`config.mk`:
```
export PLATFORM = sky130hd
export DESIGN_NAME = snn_input_loader_flat
export DESIGN_NICKNAME = d
export VERILOG_FILES = /design/src/rtl/snn_input_loader_if.sv /design/src/rtl/snn_input_loader.sv /design/src/flat_wrapper.sv
export SDC_FILE = /design/constraint.sdc
export NUM_CORES = 1
export LEC_CHECK = 0
export BUFFER_PORTS_ARGS = -buffer_cell sky130_fd_sc_hd__buf_2
export CAP_MARGIN = 20
export CORE_MARGIN = 2
export CORE_UTILIZATION = 41
export DETAILED_ROUTE_END_ITERATION = 10
export HOLD_SLACK_MARGIN = 0.12
export PLACE_DENSITY = 0.67
export SKIP_LAST_GASP = 1
export SLEW_MARGIN = 10
export SYNTH_ARGS = -nofsm -noshare
export SYNTH_HDL_FRONTEND = slang
export SYNTH_SLANG_ARGS = --single-unit
```
`constraint.sdc`:
```
create_clock -name clk -period 3.65 [get_ports clk]
set_input_delay 0.365 -clock clk [delete_from_list [all_inputs] [get_ports clk]]
set_output_delay 0.365 -clock clk [all_outputs]
set_load 0.01 [all_outputs]
```
`src/rtl/snn_input_loader_if.sv`:
```
// ---------------------------------------------------------------------------
// snn_input_loader_if
//  Bundles the byte stream, the core-side pixel read port, the core
//  handshake and the status outputs of snn_input_loader.
//  master : the environment (byte source + snn_core) driving the loader
//  slave  : snn_input_loader itself
//  Signals:
//   rx_data/rx_valid        image byte stream (one-cycle strobe per byte)
//   addr_input_unit/q_input pixel read port, one-cycle read latency
//   start/done/digit        handshake with snn_core
//   result_digit/valid      captured classification
//   busy/rx_drop            status
// ---------------------------------------------------------------------------
interface snn_input_loader_if;
  logic [7:0] rx_data;
  logic       rx_valid;
  logic [9:0] addr_input_unit;
  logic       q_input;
  logic       start;
  logic       done;
  logic [3:0] digit;
  logic [3:0] result_digit;
  logic       result_valid;
  logic       busy;
  logic       rx_drop;

  modport master (
    output rx_data, rx_valid, addr_input_unit, done, digit,
    input  q_input, start, result_digit, result_valid, busy, rx_drop
  );

  modport slave (
    input  rx_data, rx_valid, addr_input_unit, done, digit,
    output q_input, start, result_digit, result_valid, busy, rx_drop
  );
endinterface

```
`src/rtl/snn_input_loader.sv`:
```
// ---------------------------------------------------------------------------
// snn_input_loader
//  Upstream stage of snn_core. Collects one binary image (NUM_PIXELS pixels,
//  8 pixels per byte) from a byte stream, then pulses start to the core and
//  serves pixels with one-cycle read latency while the core runs. When the
//  core reports done, the classified digit is captured and the loader
//  re-arms for the next image.
//  Ports:
//   clk  system clock, all logic on posedge
//   rst  synchronous active-high reset (image memory is not cleared)
//   bus  snn_input_loader_if.slave: byte stream, pixel read port, core
//        handshake, result and status outputs
// ---------------------------------------------------------------------------
module snn_input_loader #(
  parameter int NUM_PIXELS = 784
) (
  input  logic                 clk,
  input  logic                 rst,
  snn_input_loader_if.slave    bus
);

  localparam int NUM_BYTES = NUM_PIXELS / 8;
  localparam int CNT_W     = $clog2(NUM_BYTES);
  localparam logic [CNT_W-1:0] LAST_BYTE = CNT_W'(NUM_BYTES - 1);
  localparam logic [9:0]       ADDR_LIM  = 10'(NUM_PIXELS);

  typedef enum logic [1:0] {
    S_LOAD  = 2'd0,
    S_START = 2'd1,
    S_RUN   = 2'd2,
    S_LATCH = 2'd3
  } state_t;

  state_t           state_q, state_d;
  logic [CNT_W-1:0] byte_cnt_q, byte_cnt_d;
  logic             q_input_q, q_input_d;
  logic             start_q, start_d;
  logic [3:0]       result_digit_q, result_digit_d;
  logic             result_valid_q, result_valid_d;
  logic             busy_q, busy_d;
  logic             rx_drop_q, rx_drop_d;
  logic             mem_we;

  logic [7:0]       mem [NUM_BYTES];

  logic [6:0]       rd_byte;
  logic [2:0]       rd_bit;

  assign rd_byte = bus.addr_input_unit[9:3];
  assign rd_bit  = bus.addr_input_unit[2:0];

  always_comb begin
    state_d        = state_q;
    byte_cnt_d     = byte_cnt_q;
    result_digit_d = result_digit_q;
    mem_we         = 1'b0;

    case (state_q)
      S_LOAD: begin
        if (bus.rx_valid) begin
          mem_we = 1'b1;
          if (byte_cnt_q == LAST_BYTE) begin
            byte_cnt_d = '0;
            state_d    = S_START;
          end else begin
            byte_cnt_d = byte_cnt_q + CNT_W'(1);
          end
        end
      end
      S_START: state_d = S_RUN;
      S_RUN: begin
        if (bus.done) state_d = S_LATCH;
      end
      S_LATCH: begin
        // The core's digit settles the cycle after done, i.e. while here.
        result_digit_d = bus.digit;
        state_d        = S_LOAD;
      end
      default: state_d = S_LOAD;
    endcase

    // Registered outputs computed from the upcoming state so they line up
    // with the state they describe.
    start_d        = (state_d == S_START);
    // Busy stays high through the result_valid cycle that follows LATCH.
    busy_d         = (state_d != S_LOAD) || (state_q == S_LATCH);
    result_valid_d = (state_q == S_LATCH);
    rx_drop_d      = bus.rx_valid && (state_q != S_LOAD);

    // addr < NUM_PIXELS guarantees rd_byte stays inside the memory.
    q_input_d = 1'b0;
    if (bus.addr_input_unit < ADDR_LIM) q_input_d = mem[rd_byte][rd_bit];
  end

  always_ff @(posedge clk) begin
    if (rst) begin
      state_q        <= S_LOAD;
      byte_cnt_q     <= '0;
      q_input_q      <= 1'b0;
      start_q        <= 1'b0;
      result_digit_q <= 4'd0;
      result_valid_q <= 1'b0;
      busy_q         <= 1'b0;
      rx_drop_q      <= 1'b0;
    end else begin
      state_q        <= state_d;
      byte_cnt_q     <= byte_cnt_d;
      q_input_q      <= q_input_d;
      start_q        <= start_d;
      result_digit_q <= result_digit_d;
      result_valid_q <= result_valid_d;
      busy_q         <= busy_d;
      rx_drop_q      <= rx_drop_d;
    end
  end

  // Image memory: never reset; a byte arriving under reset is not stored.
  always_ff @(posedge clk) begin
    if (mem_we && !rst) mem[byte_cnt_q] <= bus.rx_data;
  end

  assign bus.q_input      = q_input_q;
  assign bus.start        = start_q;
  assign bus.result_digit = result_digit_q;
  assign bus.result_valid = result_valid_q;
  assign bus.busy         = busy_q;
  assign bus.rx_drop      = rx_drop_q;

endmodule

```
`src/flat_wrapper.sv`:
```
// flat-port wrapper written by rule: the top's interface ports become plain ports
module snn_input_loader_flat 
#(
  parameter int NUM_PIXELS = 784
)
  (clk, rst, bus_rx_data, bus_rx_valid, bus_addr_input_unit, bus_done, bus_digit, bus_q_input, bus_start, bus_result_digit, bus_result_valid, bus_busy, bus_rx_drop);
  snn_input_loader_if bus_i ();
  input  logic clk;
  input  logic rst;
  input wire logic [$bits(bus_i.rx_data)-1:0] bus_rx_data;
  input wire logic [$bits(bus_i.rx_valid)-1:0] bus_rx_valid;
  input wire logic [$bits(bus_i.addr_input_unit)-1:0] bus_addr_input_unit;
  input wire logic [$bits(bus_i.done)-1:0] bus_done;
  input wire logic [$bits(bus_i.digit)-1:0] bus_digit;
  output wire logic [$bits(bus_i.q_input)-1:0] bus_q_input;
  output wire logic [$bits(bus_i.start)-1:0] bus_start;
  output wire logic [$bits(bus_i.result_digit)-1:0] bus_result_digit;
  output wire logic [$bits(bus_i.result_valid)-1:0] bus_result_valid;
  output wire logic [$bits(bus_i.busy)-1:0] bus_busy;
  output wire logic [$bits(bus_i.rx_drop)-1:0] bus_rx_drop;
  assign bus_i.rx_data = bus_rx_data;
  assign bus_i.rx_valid = bus_rx_valid;
  assign bus_i.addr_input_unit = bus_addr_input_unit;
  assign bus_i.done = bus_done;
  assign bus_i.digit = bus_digit;
  assign bus_q_input = bus_i.q_input;
  assign bus_start = bus_i.start;
  assign bus_result_digit = bus_i.result_digit;
  assign bus_result_valid = bus_i.result_valid;
  assign bus_busy = bus_i.busy;
  assign bus_rx_drop = bus_i.rx_drop;
  snn_input_loader #(.NUM_PIXELS(NUM_PIXELS)) u_core (.clk(clk), .rst(rst), .bus(bus_i));
endmodule
```
==> results.py <==
metrics = {
    "clock_tree": {
        "tritoncts": "built",
        "postCtsSetupRepairBufs": 0,
        "cts_buffer_depth": 3,
        "worst_setup_hold_path_clk_slew_ns": 0.06,
        "cts-htree-levels": 3,
        "cts_buffers": 81,
        "ctsRootBufferMaster": "clkbuf_16",
        "worstSkewPairLatency_ns": 0.63,
        "postCtsResizedCells": 0,
        "cts.sink_count": 802,
    },
    "sta": {
        "rsz0062_at_grt": "no",
        "timing.slew.headroom": 0.2642,
        "period_needed_ns": 2.895,
        "finClkSkew_ns": 0.02451,
        "post-route-period-util": 0.7931,
        "slew_viol_final": 0,
        "setup_viol_count_final": 0,
        "timing_hold_violations_final": 0,
        "tightest_slew_ns": 1.104,
        "fin_setup_tns_ns": 0,
        "max_freq_mhz": 345.4,
        "finalWorstSetupSlack_ns": 0.7551,
    },
    "worst_setup_path": {
        "setup.worst_path.start_class": "input port",
        "critical_path.max_fanout": 17,
        "r2r_cells": 6,
        "reg2reg_to": "u_core.mem[15][7]$_DFFE_PP_",
        "critPathArrivalTime_ns": 3.47,
        "regToRegStartpoint": "u_core.state_q[0]$_SDFF_PP0_",
        "ff2ff_setup_slack_ns": 0.82,
        "criticalPathCategory": "input port to register",
        "crit_required_ns": 4.22,
        "critical_path_end_type": "register",
    },
    "global_route": {
        "grt-ovfl-total": 0,
        "pin_count_of_the_biggest_net_entering_global_routing": 99,
        "grt_pass1_vias": 16720,
        "antenna_violations_before_repair": 2,
        "first_pass_grt_wire_length_um": 113000,
        "total_routing_usage_gr": 0.1975,
    },
    "route": {
        "wirelength_um": 77620,
        "via_count": 16640,
        "drt_drc_violations_left": 0,
        "initialDrtViolationCount": 2023,
        "first_pass_iters": 6,
        "detail-route-antenna-nets": 0,
        "average_wire_per_cell_in_the_routed_design_um": 26.96,
        "vias_per_cell": 5.778,
    },
    "synth": {
        "synth-warning-count": 0,
        "synth_top_cells_by_area": "edfxtp_1 (75%), mux4_2 (10%), mux2i_1 (3.7%)",
        "postSynthCellCount": 1610,
        "synth_top_cell_by_area": "edfxtp_1",
        "synth-seq-area-share": 0.7586,
        "postSynthNetCount": 1641,
        "ys_seq_elements": 802,
        "postSynthAreaPerCell_sq_um": 19.57,
        "area_share_of_the_largest_cell_type_after_synthesis": 0.7471,
        "syn-cell-area_sq_um": 31510,
        "synth.distinct_cells": 54,
    },
    "power": {
        "ir_drop_uv": 337.6,
        "power.density_cell_area_nw_per_um2": 529.8,
        "p_leak_uw": 0.01177,
    },
    "cells_and_area": {
        "postLayoutCoreUtil": 0.4785,
        "area.growth.synth_to_final_pct": 15.53,
        "mostFrequentLayoutCells": "edfxtp_1 (784), mux4_2 (146), nor2_1 (143)",
        "multi_input_comb_area_sq_um": 7028,
        "post_route_cells_drive_above_1_share": 0.2434,
        "antenna-diode-count": 0,
        "fill_cells": 6245,
        "ff_latch_area_sq_um": 23900,
        "layout.cells.most_common": "edfxtp_1",
        "finalNetCount": 1821,
    },
    "hold_path": {
        "min_delay_startpoint": "bus_rx_data[2]",
        "hold_path_end": "u_core.mem[39][2]$_DFFE_PP_",
        "worstHoldPathType": "input port to register",
        "cell_depth_of_the_worst_hold_path": 1,
    },
    "floorplan": {
        "top_level_ports": 35,
        "die_area_sq_um": 79090,
        "core.rowCount": 101,
        "die_x_um": 281.2,
        "coreArea_sq_um": 76080,
        "fp.dieH_um": 281.2,
        "initial_core_util": 0.4142,
    },
    "place": {
        "final_weighted_congestion_of_routability_driven_global_placement": 0.9413,
        "detailedPlacementHpwl_um": 48430,
        "placement.setup.worst_slack_ns": 0.1997,
        "port_buffers": 34,
    },
    "run": {
        "max-cap-violations": 0,
    },
    "status": {
        "run_status": "finished clean",
    },
}
-- final cells by class --
| type | count | share of cell area |
|---|---|---|
| Sequential cell | 802 | 0.6566 |
| Timing Repair Buffer | 185 | 0.04190 |
| Tap cell | 1030 | 0.03540 |
| Inverter | 9 | 0.0009280 |
| Clock inverter | 38 | 0.01158 |
| Clock buffer | 104 | 0.06056 |
| Multi-Input combinational cell | 711 | 0.1931 |
-- routing by layer --
metal / wire (um) / global-route usage / vias to the layer above
met4: 2435 / 0.07133 / 4
met5: 27 / 0 / -
met1: 31540 / 0.2770 / 8635
li1: - / - / 6967
met2: 36480 / 0.3084 / 871
met3: 7137 / 0.03849 / 159
-- state kept, by name, summed over array words and instances (netlist names) --
| name | count |
|---|---|
| u_core.bus.busy | 1 |
| u_core.bus.q_input | 1 |
| u_core.bus.result_digit | 4 |
| u_core.bus.result_valid | 1 |
| u_core.bus.rx_drop | 1 |
| u_core.bus.start | 1 |
| u_core.byte_cnt_q | 7 |
| u_core.mem | 784 |
| u_core.state_q | 2 |
-- stage by stage --
stage          std cells  cell area, sq um  total power, uW  hold slack (ns)
2_1_floorplan       1610             31510            10830           0.4639
3_3_place_gp        2727             33630            11240           0.4706
3_5_place_dp        2727             33630            11260           0.4761
4_1_cts             2875             36320            19420           0.1941
5_1_grt             2879             36400            19830           0.1282
6_report            2879             36400            19290           0.1394
-- cell families after synthesis --
logic type / synth area share
xor+xnor: 0.001668
fa+ha+maj: 0.001985
flops: 0.7586
compound gates: 0.03427
buf+inv: 0.01846
mux: 0.1460
simple gates: 0.03899
-- how the worst max path moves through the flow --
stage	cells past startpoint	to	slack (ns)	start
after floorplan	11	u_core.bus.q_input$_SDFF_PP0_	1.13	bus_addr_input_unit[4]
after global placement	10	u_core.bus.q_input$_SDFF_PP0_	0.18	bus_addr_input_unit[5]
after detailed placement	10	u_core.bus.q_input$_SDFF_PP0_	0.20	bus_addr_input_unit[5]
after CTS	6	u_core.mem[79][3]$_DFFE_PP_	0.80	u_core.state_q[0]$_SDFF_PP0_
after global routing	6	u_core.mem[39][4]$_DFFE_PP_	0.69	u_core.state_q[0]$_SDFF_PP0_
final	10	u_core.bus.q_input$_SDFF_PP0_	0.76	bus_addr_input_unit[5]
-- Yosys cell counts (all sizes together) --
| cell type | n |
|---|---|
| nor2b | 15 |
| mux4 | 148 |
| nand4 | 5 |
| nand4b | 1 |
| a22o | 1 |
| a41oi | 3 |
| o31a | 2 |
| a21oi | 16 |
| o2111ai | 2 |
| o21ai | 13 |
| or4 | 1 |
| nor3b | 1 |
| mux2 | 8 |
| o31ai | 6 |
| nand2b | 6 |
| and3 | 4 |
| clkinv | 1 |
| nand3 | 25 |
| a211oi | 7 |
| and2 | 3 |
| o41ai | 1 |
| o221ai | 47 |
| a31oi | 6 |
| ha | 5 |
| xor2 | 4 |
| edfxtp | 784 |
| nand2 | 49 |
| clkbuf | 42 |
| nor3 | 18 |
| inv | 8 |
| nor4 | 4 |
| o32ai | 1 |
| dfxtp | 18 |
| or3 | 2 |
| or2 | 4 |
| o22ai | 25 |
| xnor2 | 2 |
| buf | 46 |
| a221oi | 4 |
| a22oi | 4 |
| o211ai | 3 |
| a2111oi | 5 |
| nor2 | 143 |
| mux2i | 117 |
-- report_power, final --
group | internal [uW] | switching (uW) | total, uW
combinational | 340 | 618 | 957
clock | 4880 | 3320 | 8210
sequential | 10100 | 9.08 | 10100
-- critical path, stage by stage --
cell	delay, ns
buf_2	0.23
nand2b_2	0.42
buf_4	0.32
o221ai_1	0.45
o22ai_1	0.21
o31ai_1	0.49
o2111ai_1	0.23
a2111oi_2	0.45
o21ai_0	0.16
nand3_1	0.10
-- what timing repair did --
item                                    CTS  global route
hold buffers                              6             0
hold endpoints to repair                  6             0
endpoints found under the setup margin    0             0
No activity file was read; power rests on OpenSTA's default activity.
